**src/rtl/z80_bus_cycle_pkg.sv**
```systemverilog
// Shared definitions for the Z80 machine-cycle sequencer: cycle-type codes,
// FSM state encoding, strobe-vector bit positions and small decode helpers.
package z80_bus_cycle_pkg;

    // Core request types; codes 5..7 run as bus-idle NOP cycles.
    localparam logic [2:0] CYC_FETCH  = 3'd0;
    localparam logic [2:0] CYC_MEM_RD = 3'd1;
    localparam logic [2:0] CYC_MEM_WR = 3'd2;
    localparam logic [2:0] CYC_IO_RD  = 3'd3;
    localparam logic [2:0] CYC_IO_WR  = 3'd4;

    // One state per T-state kind; TWA is a forced IO wait, TW a WAIT_n wait.
    typedef enum logic [2:0] {
        ST_IDLE = 3'd0,
        ST_T1   = 3'd1,
        ST_T2   = 3'd2,
        ST_TWA  = 3'd3,
        ST_TW   = 3'd4,
        ST_T3   = 3'd5,
        ST_T4   = 3'd6,
        ST_HOLD = 3'd7
    } state_e;

    // Bit positions inside the packed active-low strobe vector.
    localparam int STB_W    = 6;
    localparam int STB_M1   = 5;
    localparam int STB_MREQ = 4;
    localparam int STB_IORQ = 3;
    localparam int STB_RD   = 2;
    localparam int STB_WR   = 1;
    localparam int STB_RFSH = 0;
    localparam logic [STB_W-1:0] STB_IDLE = 6'b111111;

    // True in the last T-state of a cycle: T4 of a fetch, T3 of anything else.
    function automatic logic is_final(input state_e s, input logic [2:0] t);
        logic f;
        if (s == ST_T4) begin
            f = 1'b1;
        end else if (s == ST_T3) begin
            f = (t != CYC_FETCH);
        end else begin
            f = 1'b0;
        end
        return f;
    endfunction

    // Cycle types that capture D_in into cyc_rdata.
    function automatic logic is_read(input logic [2:0] t);
        return (t == CYC_FETCH) || (t == CYC_MEM_RD) || (t == CYC_IO_RD);
    endfunction

endpackage

```
**src/rtl/z80_bus_cycle_refresh_ctr.sv**
```systemverilog
// Refresh register R: the low REFRESH_W bits count up (wrapping) on each
// inc_i pulse, the remaining upper bits keep their value.
module z80_refresh_ctr #(
    parameter int REFRESH_W = 7
) (
    input  logic       clk_i,
    input  logic       reset_i,
    input  logic       inc_i,
    output logic [7:0] r_o
);

    localparam logic [7:0] LOW_MASK = 8'((9'd1 << REFRESH_W) - 9'd1);

    logic [7:0] r_q;
    logic [7:0] r_d;
    logic [7:0] r_inc_s;

    assign r_inc_s = r_q + 8'd1;

    // Next R: merge incremented low bits with untouched upper bits.
    always_comb begin
        r_d = r_q;
        if (inc_i) begin
            r_d = (r_q & ~LOW_MASK) | (r_inc_s & LOW_MASK);
        end else begin
            r_d = r_q;
        end
    end

    // R register with synchronous reset.
    always_ff @(posedge clk_i) begin
        if (reset_i) begin
            r_q <= 8'h00;
        end else begin
            r_q <= r_d;
        end
    end

    assign r_o = r_q;

endmodule

```
**src/rtl/z80_bus_cycle.sv**
```systemverilog
// Z80 machine-cycle sequencer: turns one core request into T-states on the
// external bus pins (one CLK per T-state), with WAIT_n stretching, forced IO
// waits and M1 refresh addressing. All pin outputs are registered and are
// decoded from the next state, so they line up with the state register.
// Optional feature: define Z80_BUSREQ_EN to honour BUSRQ_n with a HOLD state.
module z80_bus_cycle
    import z80_bus_cycle_pkg::*;
#(
    parameter int ADDR_W        = 16,
    parameter int DATA_W        = 8,
    parameter int IO_AUTO_WAITS = 1,
    parameter int REFRESH_W     = 7
) (
    input  logic              CLK,
    input  logic              RESET,
    input  logic              cyc_req,
    input  logic [2:0]        cyc_type,
    input  logic [ADDR_W-1:0] cyc_addr,
    input  logic [DATA_W-1:0] cyc_wdata,
    input  logic [7:0]        i_reg,
    output logic              cyc_ready,
    output logic              cyc_done,
    output logic [DATA_W-1:0] cyc_rdata,
    output logic [ADDR_W-1:0] A,
    input  logic [DATA_W-1:0] D_in,
    output logic [DATA_W-1:0] D_out,
    output logic              D_oe,
    output logic              M1_n,
    output logic              MREQ_n,
    output logic              IORQ_n,
    output logic              RD_n,
    output logic              WR_n,
    output logic              RFSH_n,
    input  logic              WAIT_n,
    input  logic              BUSRQ_n,
    output logic              BUSACK,
    output logic              bus_oe
);

    // Index of the last forced IO wait; unused when IO_AUTO_WAITS is 0.
    localparam logic [1:0] LAST_TWA = 2'(IO_AUTO_WAITS - 1);

    state_e              state_q, state_d;
    logic [2:0]          type_q, type_d;
    logic [ADDR_W-1:0]   addr_q, addr_d;
    logic [DATA_W-1:0]   wdata_q, wdata_d;
    logic [1:0]          wcnt_q, wcnt_d;
    logic [DATA_W-1:0]   rdata_q, rdata_d;
    logic [STB_W-1:0]    stb_q, stb_d;
    logic [ADDR_W-1:0]   a_q, a_d;
    logic                doe_q, doe_d;
    logic                done_q, done_d;
    logic                ready_q, ready_d;
    logic                busack_q, busack_d;

    logic                bus_free_s;
    logic                seq_end_s;
    logic                capture_s;
    logic                r_inc_s;
    logic [7:0]          r_s;
    logic [ADDR_W-1:0]   rfsh_addr_s;

`ifdef Z80_BUSREQ_EN
    assign bus_free_s = BUSRQ_n;
    // A request is not taken while the bus is being handed over.
    assign cyc_ready  = ready_q & BUSRQ_n;
`else
    logic unused_busrq_s;
    assign unused_busrq_s = BUSRQ_n;
    assign bus_free_s     = 1'b1;
    assign cyc_ready      = ready_q;
`endif

    assign seq_end_s   = (state_q == ST_IDLE) || is_final(state_q, type_q);
    assign rfsh_addr_s = ADDR_W'({i_reg, r_s});
    assign r_inc_s     = (state_q == ST_T4);

    // Read data is sampled on the edge entering T3 so it is valid with cyc_done.
    assign capture_s = is_read(type_q) && (state_d == ST_T3) && (state_q != ST_T3);
    assign rdata_d   = capture_s ? D_in : rdata_q;

    z80_refresh_ctr #(
        .REFRESH_W (REFRESH_W)
    ) u_refresh_ctr (
        .clk_i   (CLK),
        .reset_i (RESET),
        .inc_i   (r_inc_s),
        .r_o     (r_s)
    );

    // Next-state logic and request latching.
    always_comb begin
        state_d = state_q;
        type_d  = type_q;
        addr_d  = addr_q;
        wdata_d = wdata_q;
        wcnt_d  = wcnt_q;
        if (seq_end_s) begin
            if (!bus_free_s) begin
                state_d = ST_HOLD;
            end else if (cyc_req && ready_q) begin
                state_d = ST_T1;
                type_d  = cyc_type;
                addr_d  = cyc_addr;
                wdata_d = cyc_wdata;
            end else begin
                state_d = ST_IDLE;
            end
        end else begin
            case (state_q)
                ST_T1: begin
                    state_d = ST_T2;
                end
                ST_T2: begin
                    case (type_q)
                        CYC_FETCH, CYC_MEM_RD, CYC_MEM_WR: begin
                            state_d = WAIT_n ? ST_T3 : ST_TW;
                        end
                        CYC_IO_RD, CYC_IO_WR: begin
                            if (IO_AUTO_WAITS > 0) begin
                                state_d = ST_TWA;
                                wcnt_d  = 2'd0;
                            end else begin
                                state_d = WAIT_n ? ST_T3 : ST_TW;
                            end
                        end
                        default: begin
                            state_d = ST_T3;
                        end
                    endcase
                end
                ST_TWA: begin
                    if (wcnt_q == LAST_TWA) begin
                        state_d = WAIT_n ? ST_T3 : ST_TW;
                    end else begin
                        wcnt_d = wcnt_q + 2'd1;
                    end
                end
                ST_TW: begin
                    state_d = WAIT_n ? ST_T3 : ST_TW;
                end
                ST_T3: begin
                    state_d = ST_T4;
                end
                ST_HOLD: begin
                    state_d = bus_free_s ? ST_IDLE : ST_HOLD;
                end
                default: begin
                    state_d = ST_IDLE;
                end
            endcase
        end
    end

    // Pin decode for the state being entered, registered on the same edge.
    always_comb begin
        stb_d    = STB_IDLE;
        a_d      = a_q;
        doe_d    = 1'b0;
        busack_d = 1'b0;
        done_d   = is_final(state_d, type_d);
        ready_d  = done_d || (state_d == ST_IDLE);
        case (state_d)
            ST_T1, ST_T2, ST_TWA, ST_TW, ST_T3, ST_T4: begin
                a_d = addr_d;
                case (type_d)
                    CYC_FETCH: begin
                        if ((state_d == ST_T3) || (state_d == ST_T4)) begin
                            a_d             = rfsh_addr_s;
                            stb_d[STB_RFSH] = 1'b0;
                            stb_d[STB_MREQ] = (state_d == ST_T4);
                        end else begin
                            stb_d[STB_M1]   = 1'b0;
                            stb_d[STB_MREQ] = 1'b0;
                            stb_d[STB_RD]   = 1'b0;
                        end
                    end
                    CYC_MEM_RD: begin
                        stb_d[STB_MREQ] = 1'b0;
                        stb_d[STB_RD]   = 1'b0;
                    end
                    CYC_MEM_WR: begin
                        stb_d[STB_MREQ] = 1'b0;
                        stb_d[STB_WR]   = (state_d == ST_T1);
                        doe_d           = 1'b1;
                    end
                    CYC_IO_RD: begin
                        stb_d[STB_IORQ] = (state_d == ST_T1);
                        stb_d[STB_RD]   = (state_d == ST_T1);
                    end
                    CYC_IO_WR: begin
                        stb_d[STB_IORQ] = (state_d == ST_T1);
                        stb_d[STB_WR]   = (state_d == ST_T1);
                        doe_d           = 1'b1;
                    end
                    default: begin
                        stb_d = STB_IDLE;
                    end
                endcase
            end
            ST_HOLD: begin
                busack_d = 1'b1;
            end
            default: begin
                stb_d = STB_IDLE;
            end
        endcase
    end

    // FSM state and latched request fields.
    always_ff @(posedge CLK) begin
        if (RESET) begin
            state_q <= ST_IDLE;
            type_q  <= 3'd0;
            addr_q  <= {ADDR_W{1'b0}};
            wdata_q <= {DATA_W{1'b0}};
            wcnt_q  <= 2'd0;
        end else begin
            state_q <= state_d;
            type_q  <= type_d;
            addr_q  <= addr_d;
            wdata_q <= wdata_d;
            wcnt_q  <= wcnt_d;
        end
    end

    // Registered pin outputs and captured read data.
    always_ff @(posedge CLK) begin
        if (RESET) begin
            stb_q    <= STB_IDLE;
            a_q      <= {ADDR_W{1'b0}};
            doe_q    <= 1'b0;
            done_q   <= 1'b0;
            ready_q  <= 1'b0;
            busack_q <= 1'b0;
            rdata_q  <= {DATA_W{1'b0}};
        end else begin
            stb_q    <= stb_d;
            a_q      <= a_d;
            doe_q    <= doe_d;
            done_q   <= done_d;
            ready_q  <= ready_d;
            busack_q <= busack_d;
            rdata_q  <= rdata_d;
        end
    end

    assign A         = a_q;
    assign D_out     = wdata_q;
    assign D_oe      = doe_q;
    assign cyc_done  = done_q;
    assign cyc_rdata = rdata_q;
    assign M1_n      = stb_q[STB_M1];
    assign MREQ_n    = stb_q[STB_MREQ];
    assign IORQ_n    = stb_q[STB_IORQ];
    assign RD_n      = stb_q[STB_RD];
    assign WR_n      = stb_q[STB_WR];
    assign RFSH_n    = stb_q[STB_RFSH];
    assign BUSACK    = busack_q;
    assign bus_oe    = ~busack_q;

endmodule
```
**config.mk**
```make
export PLATFORM = sky130hd
export DESIGN_NAME = z80_bus_cycle
export DESIGN_NICKNAME = d
export VERILOG_FILES = /design/src/rtl/z80_bus_cycle_pkg.sv /design/src/rtl/z80_bus_cycle_refresh_ctr.sv /design/src/rtl/z80_bus_cycle.sv
export SDC_FILE = /design/constraint.sdc
export NUM_CORES = 1
export LEC_CHECK = 0
export CORE_AREA = 5 5 88 98
export DETAILED_ROUTE_END_ITERATION = 7
export DIE_AREA = 0 0 93 103
export PLACE_DENSITY = 0.75
export RECOVER_POWER = 50
export SETUP_SLACK_MARGIN = 0.2
export SLEW_MARGIN = 20
export SYNTH_ARGS = -nofsm -noshare
export SYNTH_HDL_FRONTEND = slang
export SYNTH_SLANG_ARGS = --single-unit
```
**constraint.sdc**
```tcl
create_clock -name CLK -period 3 [get_ports CLK]
set_input_delay 0.45 -clock CLK [delete_from_list [all_inputs] [get_ports CLK]]
set_output_delay 0.45 -clock CLK [all_outputs]
set_load 0.1 [all_outputs]
```
======== Yosys cells after proc, flatten, opt, wreduce, memory -nomap -nowiden ========
Cells that the tools add are included.
storage, ports and cells
  output and inout port bits .............. 43
  bits in registers ....................... 74
  logic and storage cells ................. 103
cells by class
  multiplexer cells ....................... 26
  $add $sub $neg .......................... 2
  reduce and logical (&&, ||, !) cells .... 28
  equality and inequality tests ........... 24
  bitwise operators ....................... 7
operator list
  operator                                              count
  2-to-1 mux 16 bit                                     4
  equality test 3 bit (second input constant)           9
  equality test 3 x 2 -> 1 bit (second input constant)  8
  one-hot mux 3 bit (5 select lines)                    1
  equality test 3 x 1 -> 1 bit (second input constant)  4
  zero test 3 bit                                       4
  2-to-1 mux 3 bit                                      4
  OR reduction 3 bit                                    4
  2-to-1 mux 1 bit                                      11
  OR reduction 2 bit                                    5
  OR 8 x 7 -> 8 bit                                     1
  adder 7 x 1 -> 7 bit (second input constant)          1
  inverter 1 bit                                        6
  one-hot mux 3 bit (2 select lines)                    1
  nonzero test 3 bit                                    2
  OR reduction 6 bit                                    1
  logical OR 1 bit                                      5
  2-to-1 mux 2 bit                                      2
  != test 2 bit (second input constant)                 2
  one-hot mux 2 bit (2 select lines)                    1
  AND reduction 4 bit                                   1
  logical AND 1 bit                                     3
  != test 3 bit (second input constant)                 1
  one-hot mux 1 bit (3 select lines)                    1
  5 further kinds                                       5

======== Logic depth before layout (Yosys ltp) ========
Gate-level depths: netlist of the first run.
  depth after elaboration ................. 9
  depth in mapped cells ................... 13

======== By module ========
From an unflattened synthesis of the first run, not the netlist that was laid out.
second synthesis, totals
  cells, all modules ...................... 390
  area total of the unflattened synthesis .. 3408.3 um2
by module, submodules not included
  module           cells an instance  area an instance (um2)  times used
  z80_bus_cycle    357                3104.2                  1
  z80_refresh_ctr  33                 304.0                   1

======== Least setup slack after synthesis of the first run ========
No wires, ideal clock.
  path type ............................... flip-flop to flip-flop
  from .................................... register ready_q (netlist: cyc_ready)
  to ...................................... register a_q[15] (netlist: A[15])
  data required time ...................... 2878 ps
  clock period less this slack ............ 3088 ps
  buffers on the path ..................... 2
  setup slack ............................. -88 ps
  arrival time ............................ 2966 ps
  stages on the path, launching flop included .. 12
  cells stage by stage .................... dfxtp_1 nand2_1 nor2_1 buf_2 a31oi_1 ha_1 nor2_1 nor2_1 nor4b_4 buf_2 and2_1 a221o_1
on the way
  cells in the longest elaborated chain, start to end .. 7
  elaborated cells between the ends (all ways) .. 18
  classes of those cells .................. eq/ne (6); mux (8); reduce/logical (4)
ends and longest elaborated chain
  what                    RTL line                                    RTL
  from (decl)             z80_bus_cycle.sv:53                         logic ready_q, ready_d;
  from (signal assigned)  z80_bus_cycle.sv:242                        ready_q <= ready_d;
  logical AND 1 bit (*)   z80_bus_cycle.sv:101                        end else if (cyc_req && ready_q) begin
  2-to-1 mux 1 bit        z80_bus_cycle.sv:101
  2-to-1 mux 3 bit        z80_bus_cycle.sv:98                         if (seq_end_s) begin
  equality test 3 bit     z80_bus_cycle.sv:163, z80_bus_cycle.sv:168
  logical OR 1 bit        z80_bus_cycle.sv:168                        if ((state_d == ST_T3) || (state_d == ST_T4)) begin
  2-to-1 mux 16 bit       z80_bus_cycle.sv:168
  2-to-1 mux 16 bit       z80_bus_cycle.sv:166                        case (type_d)
  to (signal assigned)    z80_bus_cycle.sv:231                        a_q <= {ADDR_W{1'b0}};
  to (decl)               z80_bus_cycle.sv:50                         logic [ADDR_W-1:0] a_q, a_d;
Every way passes the cells marked *; elsewhere a longest branch is shown, timed or not.
A chain may end at the register's enable or synchronous reset.

======== Worst setup path in the final report of the first run ========
  from .................................... register type_q[2]
  to ...................................... register a_q[12] (netlist: A[12])
on the way
  cells in the longest elaborated chain, start to end .. 9
  elaborated cells between the ends (all ways) .. 28
  classes of those cells .................. eq/ne (10); mux (10); reduce/logical (8)
ends and longest elaborated chain
  what                                                                           RTL line                                       RTL
  from (decl)                                                                    z80_bus_cycle.sv:44                            logic [2:0] type_q, type_d;
  from (signal assigned)                                                         z80_bus_cycle.sv:220                           type_q <= type_d;
  equality test 3 x 1 -> 1 bit, or another cell as far along                     z80_bus_cycle.sv:115                           case (type_q)
  OR reduction 3 bit, or another cell as far along                               z80_bus_cycle.sv:115
  one-hot mux 3 bit (2 select lines) / 2-to-1 mux 1 bit (equally long branches)  z80_bus_cycle.sv:115, z80_bus_cycle_pkg.sv:37
  one-hot mux 3 bit (5 select lines) / logical OR 1 bit (equally long branches)  z80_bus_cycle.sv:110, z80_bus_cycle.sv:74
  2-to-1 mux 3 bit (*)                                                           z80_bus_cycle.sv:98
  via state_d[1]                                                                 z80_bus_cycle.sv:43                            state_e state_q, state_d;
  equality test 3 bit                                                            z80_bus_cycle.sv:163, z80_bus_cycle.sv:168
  logical OR 1 bit                                                               z80_bus_cycle.sv:168
  2-to-1 mux 16 bit                                                              z80_bus_cycle.sv:168
  2-to-1 mux 16 bit                                                              z80_bus_cycle.sv:166
The timed path passes the listed nets; every way through them passes the cells marked *.

==> metrics, run 1 <==
Yosys cell types 55; WP buf/inv 2; Crit path largest cell delay 460 ps; Slew Viols, Final 0; Startpoint Class flip-flop; Worst path slowest cell or3b_2; Syn Std Cell Area around 3200 um^2; vias in the first global route 2780; maximum vdd ir drop approximately 0.24 mV; Final Hold Slack 456.3 ps; # DRC 0; Clock power frac 38.5%; Nets 505; worst endpoint required time ~3200 ps; CORE AREA roughly 7700 um^2; Final Skew 8.436 ps; post-synthesis sequential area ratio 46.29%; Final Setup Violations 0; PD cells 521.2 nW/um^2; Hold Fails Final Rpt 0; n_diodes 0; Reg power frac 45.8%; chip width 93 um; commonest register cell after synthesis dfxtp_1; Root Buffer clkbuf_8; Tot GR Track Use 16.71%; fraction of registers with async set/reset 0%; Lkg Pwr 1.554 nW; Critical R2R Capture A[12]; Die Ht about 100 um; net count after synthesis between 400 and 500; Remaining Overflow, GRT 0; DR vias around 2800; Worst setup EP type flip-flop; Worst slew margin between 10% and 20%; multi-input logic area 1614 um^2; setup tns final 0 ps; final core occ 55.10%; worst skew pair latency around 340 ps; Power Internal 1.607 mW; Worst EP arrival 2960 ps; Worst Setup EP A[12]; FMAX roughly 370 MHz; clock slew at reported path FFs about 70 ps; Post-Synth XOR/XNOR Area 1.665%; Finished Layout Cells 544; antenna-violating nets left 0; cell mode on critical path nor2_1; leading area contributor after synthesis dfxtp_1; type of the tightest min-delay check reg -> reg; RSZ-0062 raised after global routing yes; first-pass GRT wire length approximately 13000 um; Gate Count Post-Synth 352; synthesis-to-layout area growth 33.65%; row cnt 34; CP delay by family, top simple AND/OR/NAND/NOR gates; clock sinks 73; Reg area 1465 um^2; WS Path Type reg -> reg; Post-Synth Adder-Cell Area between 2 and 3%; Port Buffers 89; final instance area 4219 um^2; post-synth top area share about 46%; Synth area leaders dfxtp_1 46%, nand2_1 7.1%, a21oi_1 5.5%; #FFs+latches synth 73; CP Depth 12; placed cell area 4054 um^2; final cycle utilization of the critical path 91.23%; post-synthesis mux area share 3.845%; Compound-Gate Fraction of Synth Area around 17%; total clock buffers created by CTS 9; post-detail-place hpwl 5611 um; Placed Instances ~530; initial antenna violation count 0; commonest cells after routing, fill and taps aside 70 x dfxtp_1, 60 x nand2_1, 45 x clkdlybuf4s50_1; Detailed Route WL just under 8000 um; largest family of logic cells by synthesized area simple AND/OR/NAND/NOR gates; # IOs 91; drt pass-1 iters 4; status finished clean; initial core utilization 41.23%; Max-cap violations 0; commonest non-fill, non-tap cell in the layout dfxtp_1; Die ar. 9579 um^2; R2R setup slack 260 ps; origin of the critical flop-to-flop path type_q[2]; Worst-Margin Slew 1218 ps; clock buffer depth 2; minimum clock period after layout 2737 ps; DR vias/cell around 5.2; global placement routability congestion 0.8285; htree depth 3; Switching Share 26.93%; Psw 0.5922 mW; Synth Area in Simple Gates 23.66%; Logic pwr share 15.7%; largest net degree at the start of global routing 35; Fill cells around 720; mean routed wirelength per cell 14.55 um; EDFF count, synth 0; critical-path cell list or3b_2 > a21oi_2 > o21ai_0 > nor2_1 > o21ai_2 > inv_1 > ha_2 > nor2_1 > mux2i_1 > nor2_2 > buf_4 > a221o_1; R2R cell count 12; DRT iter0 DRCs roughly 140; TritonCTS clock tree done; Yosys warnings 0; Mean Syn Cell Area ~9.0 um^2; CP startpoint type_q[2]; CP max FO 5; layout cells sized above 1 approximately an eighth
## worst min path at each step
stage | start | to | cells after the start
floorplan | addr_q[15] | addr_q[15] | 2
global placement | D_out[1] | D_out[1] | 2
detailed placement | D_out[3] | D_out[3] | 2
CTS | D_out[3] | D_out[3] | 2
global route | D_out[2] | D_out[2] | 2
finish | D_out[4] | D_out[4] | 2
## synthesized netlist by cell type, drive strengths merged (2+ instances only)
master / count
nand2: 60
nor2b: 3
nor2: 36
clkbuf: 4
mux2i: 11
and3: 4
inv: 11
nor3: 5
nor4b: 3
o21ai: 7
or3: 3
a221oi: 2
nand3b: 3
a32oi: 2
nand3: 6
nand2b: 3
xnor2: 2
a221o: 14
xor2: 4
nor3b: 2
ha: 7
buf: 16
nor4bb: 2
a21oi: 35
o211a: 2
dfxtp: 73
and2: 15
## cells by family (layout without fill, tap and decap cells)
logic type	after synthesis	after routing
simple gates	149	149
buf+inv	31	133
compound gates	74	74
mux	12	12
xor+xnor	6	6
flops	73	73
fa+ha+maj	7	7
## final cells by class
type,instances,area share (%)
multi-input combinational,248,38.26
sequential,73,34.73
timing repair buffer,107,18.21
clock buffer,11,3.351
tap,90,2.669
clock inverter,4,1.809
inverter,11,0.9786
## layer usage
| layer | vias to the layer above | global-route usage (%) | routed length (um) |
|---|---|---|---|
| li1 | 1413 | - | - |
| met1 | 1327 | 19.68 | 3476 |
| met2 | 81 | 28.70 | 3821 |
| met3 | 12 | 4.526 | 479 |
| met4 | 0 | 7.328 | 137 |
| met5 | - | 0 | 0 |
## tightest hold or removal path, cell delays in order, from the launching register on
cell     delay [ps]
dfxtp_1         310
nand2_1          50
a21oi_1          50
## flip-flops by register name (all words and copies together) (netlist names), 3 cells and up
signal,cells
D_out,8
A,16
state_q,3
u_refresh_ctr.r_o,7
addr_q,16
stb_q,6
cyc_rdata,8
type_q,3
## power groups by stage
stage,registers [mW],logic [mW],clock network [mW]
3_3_place_gp,1.03,0.336,0
6_report,1.01,0.345,0.846
2_1_floorplan,1.13,0.114,0
4_1_cts,1.01,0.343,0.873
3_5_place_dp,1.03,0.340,0
5_1_grt,1.01,0.368,0.912
## through the flow
| step | worst slack, ps | power, mW |
|---|---|---|
| floorplan | 227.3 | 1.248 |
| global placement | 92.79 | 1.366 |
| detailed placement | 10.03 | 1.371 |
| CTS | 208.5 | 2.224 |
| global route | 80.30 | 2.291 |
| finish | 263.2 | 2.199 |
## timing repair
action | 4_1_cts | 5_1_grt
hold buffers | 0 | 0
buffers inserted | 0 | 3
cloned | 0 | 1
setup endpoints to repair | 17 | 22
pin swaps | 0 | 4
gates resized for setup | 3 | 20
No activity file was read; power rests on OpenSTA's default activity.
==> run 2, diff against run 1 <==
CELL_PAD_IN_SITES_DETAIL_PLACEMENT = 0   (was unset)
CELL_PAD_IN_SITES_GLOBAL_PLACEMENT = 1   (was unset)
CORE_AREA = 5 5 103 114   (was 5 5 88 98)
DIE_AREA = 0 0 108 119   (was 0 0 93 103)
PLACE_DENSITY = unset   (was 0.75)
PLACE_DENSITY_LB_ADDON = 0.1   (was unset)
==> metrics, run 2 (synthesized netlist as in run 1, its figures left out) <==
# IOs a little over 90; commonest non-fill, non-tap cell in the layout dfxtp_1; Worst setup EP type flip-flop; RSZ-0062 raised after global routing no; clock slew at reported path FFs 60 ps; failing checks capacitance limit, slew limit; Lkg Pwr 1.604 nW; Final Setup Violations 0; Detailed Route WL 8856 um; initial core utilization 30.52%; CORE AREA 10340 um^2; Startpoint Class flip-flop; layout cells sized above 1 a little over an eighth; row cnt 39; maximum vdd ir drop 0.2428 mV; largest net degree at the start of global routing 38; antenna-violating nets left 0; synthesis-to-layout area growth 39.24%; DRT iter0 DRCs 77; TritonCTS clock tree done; first-pass GRT wire length 14360 um; clock buffer depth 2; Worst slew margin -19.34%; global placement routability congestion ~0.76; worst skew pair latency 330 ps; vias in the first global route 2791; Worst EP arrival 2900 ps; DR vias 2767; final core occ around 42%; Tot GR Track Use roughly 14%; n_diodes 0; Port Buffers 89; chip width about 110 um; setup tns final 0 ps; Hold Fails Final Rpt 0; post-detail-place hpwl 6178 um; Remaining Overflow, GRT 0; htree depth 3; Nets a little over 500; Die ar. around 13000 um^2; mean routed wirelength per cell 14.69 um; initial antenna violation count 0; drt pass-1 iters 4; Final Skew 5.315 ps; worst endpoint required time 3210 ps; minimum clock period after layout 2688 ps; status finished, violations left; Die Ht 119 um; FMAX 372.1 MHz; PD cells between 500 and 600 nW/um^2; total clock buffers created by CTS 9; final cycle utilization of the critical path 89.59%; clock sinks between 70 and 80; Root Buffer clkbuf_16; Max-cap violations 1; # DRC 0; CP max FO 7; commonest cells after routing, fill and taps aside 71 x dfxtp_1, 60 x nand2_1, 45 x clkdlybuf4s50_1, 45 x clkbuf_1, 35 x a21oi_1; type of the tightest min-delay check reg -> reg; WS Path Type reg -> reg; Worst-Margin Slew 1790 ps; DR vias/cell 4.589; Fill cells 1076; Slew Viols, Final 38
run 2: changes by cell type in the layout (fill, tap and decap cells not counted), moves of 2 or more:
| cell | before | now |
|---|---|---|
| ha_2 | 2 | 0 |
| clkbuf_8 | 10 | 0 |
| ha_1 | 4 | 6 |
| clkinv_2 | 0 | 3 |
| clkbuf_16 | 0 | 9 |
| o21ai_2 | 1 | 3 |
run 2: layer usage:
layer  wire (um)  part of all wire, %  vias to the layer above  GRT usage [%]
met1        4161                   47                     1261          17.43
met5           0                    0                        -              0
met2        4092                   46                       68          23.17
met4          97                  1.1                        0          4.025
li1            -                    -                     1432              -
met3         504                  5.7                        6          4.437
run 2: final cells by class:
| class | instances | area, um^2 | share of cell area [%] |
|---|---|---|---|
| flip-flops and latches | 73 | 1464 | 33.30 |
| repair buffers | 112 | 808.3 | 18.39 |
| clock inverters | 7 | 70.07 | 1.594 |
| clock buffers | 9 | 225.2 | 5.124 |
| inverters | 11 | 41.29 | 0.9394 |
| multi-input cells | 248 | 1608 | 36.58 |
| well taps | 143 | 178.9 | 4.071 |
run 2: path summary, 6_finish.rpt:
| kind | end | startpoint | slack [ps] | depth (start not counted) |
|---|---|---|---|---|
| min | D_out[2] | D_out[2] | 450 | 2 |
| max reg2reg | A[11] | state_q[1] | 310 | 12 |
| max | A[11] | state_q[1] | 310 | 12 |
| min reg2reg | D_out[2] | D_out[2] | 450 | 2 |
run 2: report_power, final:
| group | internal, mW | switching (mW) | leakage, nW |
|---|---|---|---|
| Sequential | 0.997 | 0.0133 | 0.593 |
| Clock | 0.644 | 0.427 | 0.146 |
| Combinational | 0.121 | 0.225 | 0.866 |
| Total | 1.76 | 0.666 | 1.60 |
run 2: critical path: stages (launching register included):
cell and delay (ps):
dfxtp_1 310, buf_4 150, or3_1 380, o211a_4 180, nor2_1 240, a31oi_4 90
inv_1 110, ha_1 210, nor2_2 80, mux2i_2 200, nor2_1 100, buf_4 180
a221o_1 340
run 2: what timing repair did:
action,4_1_cts,5_1_grt
endpoints found under the setup margin,16,28
setup buffers,0,1
endpoints found under the hold margin,0,0
gates resized for setup,2,20
pin swaps,0,5
hold buffers,0,0
run 2: through the flow:
step | setup WS (ps) | area [um^2] | std cells | power [mW] | hold slack (ps)
global placement | 78.83 | 4193 | 586 | 1.383 | 442.6
floorplan | 227.3 | 3163 | 352 | 1.248 | 439.2
CTS | 233.9 | 4494 | 602 | 2.471 | 458.6
global route | 100.8 | 4395 | 603 | 2.531 | 470.8
detailed placement | 49.32 | 4193 | 586 | 1.383 | 449.9
finish | 312.4 | 4395 | 603 | 2.427 | 451.9
